$ cat config.mk
export PLATFORM = sky130hd
export DESIGN_NAME = if_fetch
export DESIGN_NICKNAME = d
export VERILOG_FILES = /design/src/rtl/if_fetch_pkg.sv /design/src/rtl/if_fetch.sv
export SDC_FILE = /design/constraint.sdc
export NUM_CORES = 1
export LEC_CHECK = 0
export BUFFER_PORTS_ARGS = -buffer_cell sky130_fd_sc_hd__buf_2
export CAP_MARGIN = 20
export CORE_AREA = 4 4 98 100
export DETAILED_ROUTE_END_ITERATION = 10
export DIE_AREA = 0 0 102 104
export PLACE_DENSITY = 0.67
export REMOVE_ABC_BUFFERS = 1
export SYNTH_ARGS = -nofsm -noshare
export SYNTH_HDL_FRONTEND = slang
export SYNTH_SLANG_ARGS = --single-unit
$ cat constraint.sdc
create_clock -name clk -period 1.6 [get_ports clk]
set_clock_uncertainty 0.1 [all_clocks]
set_input_delay 0.08 -clock clk [delete_from_list [all_inputs] [get_ports clk]]
set_output_delay 0.08 -clock clk [all_outputs]
set_load 0.005 [all_outputs]
$ cat src/rtl/if_fetch_pkg.sv
// Shared fetch-stage constants: widths, the reset PC, the PC step and the bubble encoding.
// Decode uses the same opcode and NOP values, so they are kept here in one place.
package if_fetch_pkg;

    localparam int          DEF_W_PC     = 16;
    localparam int          DEF_W_INST   = 32;
    localparam int          W_OPC        = 7;

    // Opcode that decode treats as undefined. All of its control bits decode to 0.
    localparam logic [W_OPC-1:0] OPC_UNDEF = 7'b1111111;

    // The bubble is the undefined opcode in the top bits with every other bit zero.
    localparam logic [DEF_W_INST-1:0] DEF_NOP_INST = {OPC_UNDEF, {(DEF_W_INST-W_OPC){1'b0}}};

    localparam logic [DEF_W_PC-1:0] DEF_RESET_PC = 16'h0000;
    localparam logic [DEF_W_PC-1:0] DEF_PC_INC   = 16'h0001;

endpackage

$ cat src/rtl/if_fetch.sv
// Instruction-fetch stage. Owns the PC, drives a synchronous instruction memory
// with one cycle of read latency, and registers {inst, pc} for decode.
//
// Handshake: there is no valid/ready pair. Decode's stall_i means "hold": while
// it is high (and no redirect arrives) every register in this stage keeps its
// value, and inst_o/pc_value_o stay stable. A taken branch from execute
// overrides a stall and squashes the in-flight slot, so decode sees NOP bubbles
// until the first instruction from the branch target arrives.
//
// Pipeline slots:
//   pc_q              address being issued to the memory this cycle
//   infl_pc_q/infl_v_q address issued last cycle; its data is on imem_data_i now
//   inst_q/pcv_q      the registered outputs
module if_fetch
    import if_fetch_pkg::*;
#(
    parameter int                W_PC     = DEF_W_PC,
    parameter int                W_INST   = DEF_W_INST,
    parameter logic [W_PC-1:0]   RESET_PC = DEF_RESET_PC,
    parameter logic [W_PC-1:0]   PC_INC   = DEF_PC_INC,
    parameter logic [W_INST-1:0] NOP_INST = DEF_NOP_INST
) (
    input  logic              clk,
    input  logic              rst,
    input  logic              stall_i,
    input  logic              br_taken_i,
    input  logic [W_PC-1:0]   br_target_i,
    output logic              imem_en_o,
    output logic [W_PC-1:0]   imem_addr_o,
    input  logic [W_INST-1:0] imem_data_i,
    output logic [W_INST-1:0] inst_o,
    output logic [W_PC-1:0]   pc_value_o
);

    logic [W_PC-1:0]   pc_q;
    logic [W_PC-1:0]   infl_pc_q;
    logic              infl_v_q;
    logic [W_INST-1:0] inst_q;
    logic [W_PC-1:0]   pcv_q;

    // Memory is read every cycle out of reset. While stalled the in-flight
    // address is re-read so its data is still on imem_data_i when the stall
    // releases; this avoids a skid buffer at the cost of a stall_i->addr path.
    always_comb begin
        imem_en_o   = rst;
        imem_addr_o = stall_i ? infl_pc_q : pc_q;
    end

    // PC, in-flight slot and output registers: redirect beats stall beats advance.
    always_ff @(posedge clk or negedge rst) begin
        if (!rst) begin
            pc_q      <= RESET_PC;
            infl_pc_q <= '0;
            infl_v_q  <= 1'b0;
            inst_q    <= NOP_INST;
            pcv_q     <= '0;
        end else if (br_taken_i) begin
            // Squash the in-flight fetch so no pre-branch instruction escapes.
            pc_q      <= br_target_i;
            infl_v_q  <= 1'b0;
            inst_q    <= NOP_INST;
            pcv_q     <= '0;
        end else if (!stall_i) begin
            // PC wraps naturally modulo 2^W_PC.
            pc_q      <= pc_q + PC_INC;
            infl_pc_q <= pc_q;
            infl_v_q  <= 1'b1;
            inst_q    <= infl_v_q ? imem_data_i : NOP_INST;
            pcv_q     <= infl_v_q ? infl_pc_q : '0;
        end
    end

    assign inst_o     = inst_q;
    assign pc_value_o = pcv_q;

endmodule
==> impl_metrics.py <==
metrics = {
    "detailed_routing": {
        "wl_per_cell_um": 15.70,
        "ant_nets": 0,
        "via_count": 2849,
        "firstDrtPassIters": 4,
        "drtIter0Drc": 120,
        "viasPerCell": 4.981,
        "drc": 0,
        "wl_um": 8982,
    },
    "sta": {
        "fmax_ghz": 0.5996,
        "min_period_over_period_pct": 104.2,
        "timing.final.ws_setup_ps": -67.74,
        "slew_headroom_pct": 32.62,
        "finalHoldViolations": 0,
        "rsz0062_at_grt": "yes",
        "worst_pin_slew_ps": 1009,
        "finalCriticalPeriod_ps": 1668,
        "slew_viol_final": 0,
        "setup_viol": 1,
    },
    "synth": {
        "syn_avg_cell_area_um2": 12.45,
        "syn_inst": 273,
        "yosysTopAreaCell": "dfrtp_1",
        "synthTopCellsByArea": "dfrtp_1 (54%), a22o_1 (11%), mux2_2 (8.9%), dfstp_2 (5.4%), nand2_1 (2.8%)",
        "yosysWarnings": 0,
        "netlist.area_leader.share_pct": 54.49,
        "synth_seq_cells": 81,
        "ys_types": 32,
        "yosysSeqAreaShare_pct": 59.90,
        "syn_area_um2": 3398,
    },
    "floorplanning": {
        "dieArea_um2": 10610,
        "core_um2": 8678,
        "ios": 117,
        "die_w_um": 102,
        "row_count": 34,
        "start_util_pct": 39.16,
        "die-height_um": 104,
    },
    "place": {
        "gp_congestion": 0.7860,
        "dp_hpwl_um": 5892,
        "dpl_cell_area_um2": 4278,
        "io_buffers": 116,
    },
    "pwr": {
        "vdd_ir_drop_max_v": 0.0005306,
        "powerDensity_nw_per_um2": 936.0,
        "power_leakage_nw": 2.462,
    },
    "setup_path": {
        "worstSetupEndpointType": "flip-flop",
        "critPathArrivalTime_ps": 1800,
        "rr_endpoint": "pc_q[14]",
        "reg2reg_from": "pc_q[1]",
        "reg2reg_depth": 5,
        "startpoint_type": "flip-flop",
        "critPathMaxFanout": 2,
        "reg2reg_slack_ps": -70,
        "critPathRequiredTime_ps": 1740,
        "critical_path_class": "reg2reg",
    },
    "clock_network": {
        "clkLatencyLatePin_ps": 350,
        "cts_max_level": 3,
        "cts_root_buf": "clkbuf_8",
        "clock-sinks": 81,
        "clk_pin_slew_ps": 80,
        "cts.path.max_buffers": 2,
        "numCtsBuffers": 9,
        "cts_tree": "built",
    },
    "outcome": {
        "run_status": "finished, violations left",
        "violations": "negative setup slack",
    },
    "finish": {
        "fill_cells": 743,
        "area_delta_synth_final_pct": 48.31,
        "final_area_um2": 5040,
        "final_nets": 512,
        "drive_gt1_share_pct": 43.53,
        "diodes": 0,
        "final_core_util_pct": 58.07,
    },
    "hold_path": {
        "hold_path.class": "in2reg",
        "holdPathStages": 3,
        "min_from": "br_taken_i",
        "hold_path_end": "pc_q[9]",
    },
    "global_route": {
        "grt_max_degree": 44,
        "grt_usage_pct": 17.21,
        "antenna_found_initial": 0,
        "grt_pass1_vias": 2967,
        "grt_pass1_wl_um": 14550,
        "grt.overflow.total": 0,
    },
    "job": {
        "cap_viol_max_count": 0,
    },
}
-- synthesized netlist by cell type (all sizes together) --
master / instances
or3: 1
nand2: 25
nand4: 2
ha: 1
o21ai: 19
clkbuf: 14
dfrtp: 74
nand2b: 2
xnor2: 10
o22a: 7
a21oi: 1
mux2: 27
a22o: 41
nor4: 5
nor3: 5
nor2b: 2
nand4b: 1
dfstp: 7
inv: 6
xor2: 2
nand3b: 1
o31a: 2
a311o: 1
nand3: 5
nor2: 6
mux2i: 2
buf: 4
-- stage by stage --
step	hold WS [ps]	cells	setup WS, ps	setup TNS, ps	power [mW]
after global placement	-176.1	505	-31.04	-31.04	3.062
after floorplan	-315.6	255	-1373	-56420	2.670
after detailed placement	-172.3	505	-58.80	-73.38	3.080
after CTS	57.08	572	-70.10	-70.10	4.783
after global routing	78.27	572	-177.3	-177.3	4.981
final	66.81	572	-67.74	-67.74	4.717
-- repair_timing --
item | 4_1_cts | 5_1_grt
setup buffers | 1 | 0
hold buffers | 50 | 0
hold endpoints to repair | 129 | 0
gates resized for setup | 1 | 6
setup endpoints to repair | 3 | 4
cloned | 0 | 0
-- where the power goes --
part	switching, mW	leakage, nW	total (mW)	internal (mW)
sequential	0.116	1.04	2.33	2.21
clock	0.771	0.102	1.59	0.815
combinational	0.349	1.32	0.801	0.452
-- cell families (layout without fill, tap and decap cells) --
family          count (synthesis)  in the layout  share of synthesized area [%]
flops                          81             81                          59.90
xor+xnor                       12             12                          3.093
compound gates                 71             71                          16.13
mux                            29             29                          9.536
buf+inv                        24            215                          2.835
simple gates                   55             55                          8.137
fa+ha+maj                       1              1                         0.3681
-- placed cells by master (no fill, tap or decap), drive strengths merged --
cell type | netlist | layout
clkinv | 0 | 1
mux2i | 2 | 2
or3 | 1 | 1
xor2 | 2 | 2
xnor2 | 10 | 10
nand4b | 1 | 1
nand4 | 2 | 2
ha | 1 | 1
nand3b | 1 | 1
dlygate4sd3 | 0 | 50
nand2b | 2 | 2
clkinvlp | 0 | 2
nand2 | 25 | 25
clkbuf | 14 | 11
a22o | 41 | 41
o21ai | 19 | 19
dfrtp | 74 | 74
o22a | 7 | 7
a21oi | 1 | 1
o31a | 2 | 2
nand3 | 5 | 5
mux2 | 27 | 27
bufinv | 0 | 1
a311o | 1 | 1
nor3 | 5 | 5
buf | 4 | 143
nor2b | 2 | 2
nor2 | 6 | 6
dfstp | 7 | 7
inv | 6 | 7
nor4 | 5 | 5
-- final cells by class --
| type | count | area (um2) | area share, % |
|---|---|---|---|
| timing repair buffer | 193 | 1311 | 26.02 |
| tap | 108 | 135.1 | 2.681 |
| sequential | 81 | 2036 | 40.39 |
| clock buffer | 11 | 151.4 | 3.004 |
| multi-input combinational | 168 | 1321 | 26.22 |
| inverter | 6 | 22.52 | 0.4469 |
| clock inverter | 5 | 62.56 | 1.241 |
-- flip-flops by register name (all words and copies together) (netlist names) --
register,cells
infl_pc_q,16
infl_v_q,1
pc_value_o,16
pc_q,16
inst_o,32
-- critical path, stage by stage, from the launching register on --
cell,delay (ps)
dfrtp_1,360
ha_1,160
nand3b_1,100
or3_4,340
o31a_1,240
o31a_1,270
-- how the worst max path moves through the flow --
stage	startpoint	to	slack [ps]
after detailed placement	pc_q[1]	pc_q[14]	-60
after global routing	pc_q[1]	pc_q[14]	-180
after global placement	pc_q[0]	pc_q[14]	-30
after floorplan	infl_v_q	inst_o[0]	-1370
after CTS	pc_q[1]	pc_q[14]	-70
final	pc_q[1]	pc_q[14]	-70
-- routing by layer --
metal	track usage, %	routed length, um
met5	0	0
met2	29.34	4475
met1	21.69	3908
met4	4.873	82
met3	3.756	516
(Power assumes the default switching activity.)
